**config.mk**
```make
export PLATFORM = sky130hd
export DESIGN_NAME = stream_len_extractor
export DESIGN_NICKNAME = d
export VERILOG_FILES = /design/src/rtl/stream_len_extractor_pkg.sv /design/src/rtl/stream_len_extractor_len_fifo.sv /design/src/rtl/stream_len_extractor.sv
export SDC_FILE = /design/constraint.sdc
export NUM_CORES = 1
export LEC_CHECK = 0
export CORE_UTILIZATION = 55
export DETAILED_ROUTE_END_ITERATION = 16
export DONT_BUFFER_PORTS = 1
export GPL_ROUTABILITY_DRIVEN = 0
export PLACE_DENSITY = 0.73
export SLEW_MARGIN = 20
export SYNTH_ARGS = -nofsm -noshare
export SYNTH_HDL_FRONTEND = slang
export SYNTH_SLANG_ARGS = --single-unit
```
**constraint.sdc**
```tcl
create_clock -name S_AXIS_ACLK -period 2.7 [get_ports S_AXIS_ACLK]
set_input_delay 0.27 -clock S_AXIS_ACLK [delete_from_list [all_inputs] [get_ports S_AXIS_ACLK]]
set_output_delay 0.27 -clock S_AXIS_ACLK [all_outputs]
set_load 0.01 [all_outputs]
```
**src/rtl/stream_len_extractor_pkg.sv**
```systemverilog
// Shared types for the stream length extractor: packet FSM states and
// the bit position of the saturation flag inside a length record {sat, len}.
package stream_len_extractor_pkg;

  typedef enum logic [0:0] {
    ST_IDLE   = 1'b0,
    ST_IN_PKT = 1'b1
  } pkt_state_e;

  function automatic int unsigned rec_sat_bit(input int unsigned len_width);
    return len_width;
  endfunction

endpackage

```
**src/rtl/stream_len_extractor_len_fifo.sv**
```systemverilog
// Length-record queue: synchronous FIFO with registered full/empty flags.
// A pop while full frees the slot only after the clock edge.
module len_fifo
  import stream_len_extractor_pkg::*;
#(
  parameter int unsigned W     = 33,
  parameter int unsigned DEPTH = 4
) (
  input  logic         clk,
  input  logic         srst,
  input  logic         push,
  input  logic [W-1:0] push_data,
  input  logic         pop,
  output logic [W-1:0] head,
  output logic         full,
  output logic         empty
);

  localparam int unsigned AW = (DEPTH > 1) ? $clog2(DEPTH) : 1;

  logic [W-1:0]  mem_r [DEPTH];
  logic [AW-1:0] wr_ptr_r;
  logic [AW-1:0] rd_ptr_r;
  logic [AW:0]   occ_r;
  logic [AW:0]   occ_nxt_s;
  logic          full_r;
  logic          empty_r;
  logic          do_push_s;
  logic          do_pop_s;

  assign do_push_s = push & ~full_r;
  assign do_pop_s  = pop & ~empty_r;
  assign head      = mem_r[rd_ptr_r];
  assign full      = full_r;
  assign empty     = empty_r;

  // Next occupancy; a simultaneous push and pop leaves it unchanged.
  always_comb begin
    occ_nxt_s = occ_r;
    if (do_push_s && !do_pop_s) begin
      occ_nxt_s = occ_r + (AW+1)'(1);
    end else if (do_pop_s && !do_push_s) begin
      occ_nxt_s = occ_r - (AW+1)'(1);
    end else begin
      occ_nxt_s = occ_r;
    end
  end

  // Pointer, occupancy and flag registers.
  always_ff @(posedge clk) begin
    if (srst) begin
      wr_ptr_r <= {AW{1'b0}};
      rd_ptr_r <= {AW{1'b0}};
      occ_r    <= {(AW+1){1'b0}};
      full_r   <= 1'b0;
      empty_r  <= 1'b1;
    end else begin
      if (do_push_s) wr_ptr_r <= wr_ptr_r + AW'(1);
      if (do_pop_s)  rd_ptr_r <= rd_ptr_r + AW'(1);
      occ_r   <= occ_nxt_s;
      full_r  <= (occ_nxt_s == (AW+1)'(DEPTH));
      empty_r <= (occ_nxt_s == {(AW+1){1'b0}});
    end
  end

  // Record storage; contents are only meaningful behind the valid pointers.
  always_ff @(posedge clk) begin
    if (do_push_s) mem_r[wr_ptr_r] <= push_data;
  end

endmodule

```
**src/rtl/stream_len_extractor.sv**
```systemverilog
// Zero-latency AXI4-Stream pass-through that counts beats per TLAST-framed
// packet and queues one {sat, len} record per packet on a valid/ready port.
module stream_len_extractor
  import stream_len_extractor_pkg::*;
#(
  parameter int unsigned C_S_AXIS_TDATA_WIDTH = 32,
  parameter int unsigned C_M_AXIS_TDATA_WIDTH = 32,
  parameter int unsigned C_LEN_WIDTH          = 32,
  parameter int unsigned C_LEN_FIFO_DEPTH     = 4
) (
  input  logic                                S_AXIS_ACLK,
  input  logic                                S_AXIS_ARESET,
  input  logic                                S_AXIS_TVALID,
  output logic                                S_AXIS_TREADY,
  input  logic [C_S_AXIS_TDATA_WIDTH-1:0]     S_AXIS_TDATA,
  input  logic [(C_S_AXIS_TDATA_WIDTH/8)-1:0] S_AXIS_TSTRB,
  input  logic                                S_AXIS_TLAST,
  output logic                                M_AXIS_TVALID,
  input  logic                                M_AXIS_TREADY,
  output logic [C_M_AXIS_TDATA_WIDTH-1:0]     M_AXIS_TDATA,
  output logic [(C_M_AXIS_TDATA_WIDTH/8)-1:0] M_AXIS_TSTRB,
  output logic                                M_AXIS_TLAST,
  output logic [C_LEN_WIDTH-1:0]              stream_len,
  output logic                                len_sat,
  output logic                                len_valid,
  input  logic                                len_ready,
  output logic                                in_packet
);

  localparam int unsigned REC_W   = C_LEN_WIDTH + 1;
  localparam int unsigned SAT_BIT = rec_sat_bit(C_LEN_WIDTH);

  pkt_state_e             state_r;
  logic [C_LEN_WIDTH-1:0] cnt_r;
  logic                   sat_r;
  logic [C_LEN_WIDTH-1:0] cnt_inc_s;
  logic                   cnt_at_max_s;
  logic                   accept_en_s;
  logic                   xfer_s;
  logic                   q_full_s;
  logic                   q_empty_s;
  logic                   push_s;
  logic                   pop_s;
  logic [REC_W-1:0]       push_rec_s;
  logic [REC_W-1:0]       head_rec_s;

  // A full record queue back-pressures the whole stream, so no TLAST is ever lost.
  assign accept_en_s   = ~S_AXIS_ARESET & ~q_full_s;
  assign S_AXIS_TREADY = M_AXIS_TREADY & accept_en_s;
  assign M_AXIS_TVALID = S_AXIS_TVALID & accept_en_s;
  assign M_AXIS_TDATA  = S_AXIS_TDATA;
  assign M_AXIS_TSTRB  = S_AXIS_TSTRB;
  assign M_AXIS_TLAST  = S_AXIS_TLAST;
  assign xfer_s        = S_AXIS_TVALID & S_AXIS_TREADY;

  assign cnt_at_max_s = (cnt_r == {C_LEN_WIDTH{1'b1}});
  assign cnt_inc_s    = cnt_at_max_s ? cnt_r : (cnt_r + C_LEN_WIDTH'(1));
  assign push_s       = xfer_s & S_AXIS_TLAST;
  assign push_rec_s   = {sat_r | cnt_at_max_s, cnt_inc_s};
  assign pop_s        = ~q_empty_s & len_ready;

  assign stream_len = head_rec_s[C_LEN_WIDTH-1:0];
  assign len_sat    = head_rec_s[SAT_BIT];
  assign len_valid  = ~q_empty_s;
  assign in_packet  = (state_r == ST_IN_PKT);

  // Packet framing FSM with the saturating beat counter.
  always_ff @(posedge S_AXIS_ACLK) begin
    if (S_AXIS_ARESET) begin
      state_r <= ST_IDLE;
      cnt_r   <= {C_LEN_WIDTH{1'b0}};
      sat_r   <= 1'b0;
    end else begin
      case (state_r)
        ST_IDLE:   if (xfer_s && !S_AXIS_TLAST) state_r <= ST_IN_PKT;
        ST_IN_PKT: if (xfer_s && S_AXIS_TLAST)  state_r <= ST_IDLE;
        default:   state_r <= ST_IDLE;
      endcase
      if (xfer_s) begin
        if (S_AXIS_TLAST) begin
          cnt_r <= {C_LEN_WIDTH{1'b0}};
          sat_r <= 1'b0;
        end else begin
          cnt_r <= cnt_inc_s;
          sat_r <= sat_r | cnt_at_max_s;
        end
      end
    end
  end

  len_fifo #(
    .W     (REC_W),
    .DEPTH (C_LEN_FIFO_DEPTH)
  ) u_len_fifo (
    .clk       (S_AXIS_ACLK),
    .srst      (S_AXIS_ARESET),
    .push      (push_s),
    .push_data (push_rec_s),
    .pop       (pop_s),
    .head      (head_rec_s),
    .full      (q_full_s),
    .empty     (q_empty_s)
  );

endmodule

```
==> results of run 1 <==
worst reg2reg max path: cells and delay by family, from the launching register on:
family | cells | cell delay [ns]
and+or+nand+nor | 3 | 1.10
AOI/OAI and AO/OA | 1 | 0.23
xor gates and xnor gates | 1 | 0.48
DFF | 1 | 0.44
adders and majority gates | 1 | 0.27
timing repair:
item | CTS | global route
hold buffers | 2 | 0
endpoints found under the hold margin | 25 | 0
resized for setup | 0 | 0
per-stage QoR:
| stage | total power (W) | hold slack [ns] | utilization |
|---|---|---|---|
| global route | 0.00589 | 0.0567 | 0.611 |
| detailed placement | 0.00352 | 0.345 | 0.571 |
| global placement | 0.00351 | 0.343 | 0.571 |
| CTS | 0.00575 | 0.0248 | 0.611 |
| finish | 0.00570 | 0.0467 | 0.611 |
| floorplan | 0.00348 | 0.469 | - |
power by group:
group	internal (W)	switching [W]
logic	0.000218	0.000275
clock network	0.00130	0.000939
registers	0.00294	0.0000293
worst min path at each step:
stage	depth (start not counted)	endpoint	slack, ns	start
6_report	2	cnt_r[19]	0.05	S_AXIS_TLAST
4_1_cts	2	cnt_r[19]	0.02	S_AXIS_TLAST
2_1_floorplan	2	u_len_fifo.wr_ptr_r[1]	0.47	u_len_fifo.wr_ptr_r[1]
3_3_place_gp	1	u_len_fifo.wr_ptr_r[1]	0.34	S_AXIS_ARESET
5_1_grt	2	cnt_r[19]	0.06	S_AXIS_TLAST
3_5_place_dp	1	cnt_r[2]	0.35	S_AXIS_ARESET
placed cells by master (no fill, tap or decap), types with 3 or more instances in the layout:
cell       netlist  final
a211o_1          3      3
a211oi_1         3      3
a21oi_1         13     13
a22oi_1          3      3
a31oi_1         10     10
and2_1           3      3
and3_1           8      8
and4_1           4      4
buf_4           40     23
clkbuf_1        20      7
clkbuf_16        0     19
clkinv_2         0      3
dfxtp_1         45     44
edfxtp_1       132    132
ha_1             7      7
inv_1           15     15
mux4_2          33     33
nand2_1         44     44
nand2b_1         4      4
nand3_1         15     15
nand4_1         11     11
nor2_1          33     33
nor3_1          12     12
nor3b_1          3      3
nor4_1           3      3
o211ai_1         4      4
o21ai_0         14     14
o311ai_1         3      3
or3_1            4      4
or4_1            4      4
xnor2_1         18     18
xor2_1          18     18
state kept, by name (all words and copies together), names as in the netlist, named ones only:
| signal | count |
|---|---|
| u_len_fifo.mem_r | 132 |
| u_len_fifo.full | 1 |
| cnt_r | 32 |
| u_len_fifo.rd_ptr_r | 2 |
| u_len_fifo.empty | 1 |
| u_len_fifo.wr_ptr_r | 2 |
| u_len_fifo.occ_r | 3 |
| sat_r | 1 |
kinds of logic after synthesis:
| logic type | after synthesis | synth area share |
|---|---|---|
| adders and majority gates | 7 | 0.0109 |
| buffers and inverters | 84 | 0.0595 |
| AOI/OAI and AO/OA | 82 | 0.0783 |
| muxes | 34 | 0.0935 |
| and+or+nand+nor | 166 | 0.116 |
| DFF | 177 | 0.603 |
| xor gates and xnor gates | 36 | 0.0391 |
cell type report:
| type | count | share of cell area |
|---|---|---|
| repair buffers | 25 | 0.0224 |
| flip-flops and latches | 177 | 0.565 |
| well taps | 180 | 0.0261 |
| clock buffers | 27 | 0.0598 |
| multi-input cells | 325 | 0.317 |
| inverters | 16 | 0.00697 |
| clock inverters | 5 | 0.00290 |
layer usage:
metal | vias to the layer above | track usage | routed length, um
li1 | 2152 | - | -
met1 | 2388 | 0.297 | 6610
met2 | 192 | 0.372 | 7760
met3 | 69 | 0.0567 | 1160
met4 | 0 | 0.120 | 516
met5 | - | 0 | 0
==> impl_metrics.json, run 1 <==
{
  "status": "finished, final reports clean",
  "synth_top_area_cell": "edfxtp_1",
  "syn_nets": 635,
  "numCtsBuffers": 17,
  "drt_iter0_drc": 439,
  "routedWlPerCell_um": 21.2,
  "crit_path_end_kind": "flop",
  "cp.arrival_ns": 2.95,
  "cp-start-kind": "flop",
  "drc": 0,
  "cp.buffers_inverters": 0,
  "ys.flop_type": "edfxtp_1",
  "cp_slowest_cell": "or3_1",
  "antenna_found_initial": 0,
  "finalWirelength_um": 16000,
  "seqCellArea_um2": 4870,
  "drv_cap": 0,
  "final-setup-viol-count": 0,
  "num_io_pins": 116,
  "avgSynthCellArea_um2": 13.8,
  "grt_pass1_vias": 4999,
  "synth.distinct_cells": 71,
  "nets": 611,
  "final_cell_count_no_fill": 755,
  "yosysMostFrequentCell": "edfxtp_1",
  "cp_max_fo": 8,
  "die_w_um": 123,
  "endpoint": "cnt_r[20]",
  "diodes": 0,
  "yosysTopAreaCellShare": 0.491,
  "ys_async_sr_fraction": 0,
  "clk_pin_slew_worst_paths_ns": 0.06,
  "synth-seq-area-share": 0.603,
  "setup-tns-final_ns": 0,
  "dr.pass1.iters": 7,
  "setup_ws_ns": 0.121,
  "synth_edf_count": 132,
  "grt-ovfl-total": 0,
  "worst_pin_slew_ns": 1.04,
  "initial_core_util": 0.573,
  "finalCriticalPeriod_ns": 2.58,
  "die_h_um": 123,
  "cp.required_ns": 3.07,
  "worst-setup-path-type": "flop to flop",
  "multiInputGateArea_um2": 2730,
  "cts_tree": "done",
  "vias_per_cell": 6.36,
  "worstSetupStartpoint": "cnt_r[0]",
  "final-hold-violation-count": 0,
  "clkLatencyLatePin_ns": 0.43,
  "antenna_left": 0,
  "p_leak_nw": 2.83,
  "crit_cells": 6,
  "synth_common_cells": "edfxtp_1, dfxtp_1, nand2_1",
  "postLayoutCellArea_um2": 8620,
  "syn2layout_area_growth_pct": 6.76,
  "vdd_ir_drop_max_mv": 0.379,
  "min_path_type": "input port to flop",
  "rrSetupSlack_ns": 0.12,
  "place_ws_ns": 0.160,
  "synthTopCellsByArea": "edfxtp_1, dfxtp_1, mux4_2",
  "fmax_ghz": 0.388,
  "vias": 4801,
  "rsz0062_at_grt": "false",
  "portBuffers": 0,
  "skew_ns": 0.00975,
  "finalCritPeriodShare": 0.955,
  "final_max_slew_viol_count": 0,
  "dieArea_um2": 15200,
  "ys_ff_latch": 177,
  "placeableCoreArea_um2": 14100,
  "critPathMaxStageDelay_ns": 0.62,
  "crit_family": "simple AND/OR/NAND/NOR gates",
  "dp_hpwl_um": 10600,
  "timing.rr.end": "cnt_r[20]",
  "cts-root-buf": "clkbuf_16",
  "path_cells": "ha_1, nand3_1, or3_1, nor4_4, xor2_1, a22o_1",
  "reg2reg_from": "cnt_r[0]",
  "maxSlewHeadroom": 0.306,
  "drive_gt1_frac": 0.179,
  "syn-cell-area_um2": 8070,
  "clkSinkCount": 177,
  "placed_cells": 721,
  "place_area_um2": 8060,
  "htreeDepth": 4,
  "cts_buffer_depth": 2,
  "grt_max_degree": 34,
  "fill_cells": 1063,
  "grt_pass1_wl_um": 26100,
  "rows": 43,
  "power_density_nw_per_um2": 662,
  "postCtsSetupBuffers": 0,
  "r2r_cells": 6,
  "synthesis.instances": 586,
  "grt_usage": 0.233,
  "synth_warnings": 0
}
Power figures use the tool's default switching activity.
==> run 2: changes to the inputs <==
--- a/config.mk
+++ b/config.mk
@@ -5,6 +5,7 @@
 export SDC_FILE = /design/constraint.sdc
 export NUM_CORES = 1
 export LEC_CHECK = 0
+export CORE_ASPECT_RATIO = 1.25
 export CORE_UTILIZATION = 55
 export DETAILED_ROUTE_END_ITERATION = 16
 export DONT_BUFFER_PORTS = 1
==> impl_metrics.json, run 2 (synthesis gave the netlist of run 1 again) <==
{
  "cp.arrival_ns": 2.66,
  "setup-tns-final_ns": 0,
  "p_leak_nw": 2.84,
  "cts_tree": "done",
  "top_regs": "u_len_fifo.mem_r x132, cnt_r x32, u_len_fifo.occ_r x3",
  "path_cells": "ha_1, nand3_1, or3_1, nor3_4, nor3_1, xor2_1",
  "status": "finished, final reports clean",
  "seqCellArea_um2": 4870,
  "rows": 49,
  "clkSinkCount": 177,
  "vias_per_cell": 6.24,
  "use_met1": 0.261,
  "hold_buffers": 2,
  "fill_cells": 1079,
  "final_cell_mix": "edfxtp_1, nand2_1, dfxtp_1",
  "postCtsSetupBuffers": 0,
  "grtUsageMet2": 0.364,
  "portBuffers": 0,
  "largest_register_ffs": 132,
  "drive_gt1_frac": 0.184,
  "rsz0062_at_grt": "false",
  "antenna_found_initial": 0,
  "grt_pass1_wl_um": 24000,
  "final_max_slew_viol_count": 0,
  "htreeDepth": 4,
  "syn2layout_area_growth_pct": 7.55,
  "nets": 608,
  "grt_pass1_vias": 4706,
  "grt_usage": 0.215,
  "vias": 4681,
  "cp_slowest_cell": "or3_1",
  "finalCritPeriodShare": 0.906,
  "drc": 0,
  "skew_ns": 0.00932,
  "min_path_type": "input port to flop",
  "vdd_ir_drop_max_mv": 0.324,
  "place_ws_ns": 0.295,
  "cts_resized": 0,
  "maxSlewHeadroom": 0.304,
  "final-setup-viol-count": 0,
  "grt_max_degree": 25,
  "routedWlPerCell_um": 20.5,
  "final-hold-violation-count": 0,
  "postLayoutCellArea_um2": 8680,
  "setup_ws_ns": 0.253,
  "cp_max_fo": 10,
  "cp.required_ns": 2.91,
  "drt_iter0_drc": 379,
  "worst-setup-path-type": "flop to flop",
  "regMostFlops": "u_len_fifo.mem_r",
  "final_common_cell": "edfxtp_1",
  "grt-ovfl-total": 0,
  "place_area_um2": 8060,
  "power_density_nw_per_um2": 685,
  "finalCriticalPeriod_ns": 2.45,
  "rrSetupSlack_ns": 0.25,
  "drv_cap": 0,
  "crit_path_end_kind": "flop",
  "cts_buffer_depth": 2,
  "clk_pin_slew_worst_paths_ns": 0.07,
  "initial_core_util": 0.563,
  "finalWirelength_um": 15300,
  "placeableCoreArea_um2": 14300,
  "clkLatencyLatePin_ns": 0.42,
  "cp-start-kind": "flop",
  "dp_hpwl_um": 10000,
  "multiInputGateArea_um2": 2730,
  "die_w_um": 110,
  "dieArea_um2": 15200,
  "diodes": 0,
  "use_met3": 0.0506,
  "dr.pass1.iters": 5,
  "antenna_left": 0,
  "critPathMaxStageDelay_ns": 0.59,
  "numCtsBuffers": 17,
  "worst_pin_slew_ns": 1.04,
  "grt.busiest_layer": "met2",
  "cts-root-buf": "clkbuf_16",
  "die_h_um": 137,
  "num_io_pins": 116,
  "fmax_ghz": 0.409
}
[run 2: changes by cell type in the layout (fill, tap and decap cells not counted)]
cell,delta
buf_12,+2
buf_4,-5
bufinv_16,+3
clkbuf_1,-6
clkbuf_16,-2
clkinv_1,+1
clkinv_2,-2
clkinv_4,+3
clkinvlp_4,+2
inv_4,-1
inv_6,+2
[run 2: stage by stage]
step	hold WS, ns	utilization	cells	total power (W)
6_report	0.0573	0.605	750	0.00595
4_1_cts	0.0379	0.605	750	0.00599
2_1_floorplan	0.469	-	586	0.00348
3_3_place_gp	0.341	0.561	716	0.00351
3_5_place_dp	0.341	0.561	716	0.00353
5_1_grt	0.0666	0.605	750	0.00614
[run 2: cell type report]
cell class                 count  area share
inverter                      16     0.00692
clock buffer                  19      0.0510
timing repair buffer          22      0.0225
sequential                   177       0.561
multi-input combinational    325       0.315
tap                          178      0.0257
clock inverter                13      0.0186
[run 2: layer usage]
layer	vias up	share of wire
met3	52	0.057
met2	148	0.51
met5	-	0
li1	2164	-
met1	2317	0.41
met4	0	0.029
[run 2: path summary, 6_finish.rpt]
| check | from | end | cells after the start |
|---|---|---|---|
| min reg2reg | u_len_fifo.wr_ptr_r[1] | u_len_fifo.wr_ptr_r[1] | 2 |
| max | cnt_r[0] | u_len_fifo.mem_r[0][7] | 6 |
| max reg2reg | cnt_r[0] | u_len_fifo.mem_r[0][7] | 6 |
| min | S_AXIS_TLAST | cnt_r[8] | 2 |
[run 2: worst max-delay path, delay by kind of cell, from the launching register on]
kind	cells	cell delay (ns)
xor gates and xnor gates	1	0.28
adders and majority gates	1	0.25
DFF	1	0.42
and+or+nand+nor	4	1.28
[run 2: report_power, final]
part | internal, W | switching (W)
sequential | 0.00294 | 0.0000596
clock | 0.00148 | 0.000995
combinational | 0.000224 | 0.000248
total | 0.00464 | 0.00130
==> run 3: changes to the inputs <==
--- a/config.mk
+++ b/config.mk
@@ -5,6 +5,7 @@
 export SDC_FILE = /design/constraint.sdc
 export NUM_CORES = 1
 export LEC_CHECK = 0
+export ABC_CLOCK_PERIOD_IN_PS = 2700
 export CORE_ASPECT_RATIO = 1.25
 export CORE_UTILIZATION = 55
 export DETAILED_ROUTE_END_ITERATION = 16
==> results of run 3 <==
The final DEF is identical to that of run 2; final timing and power are the same.
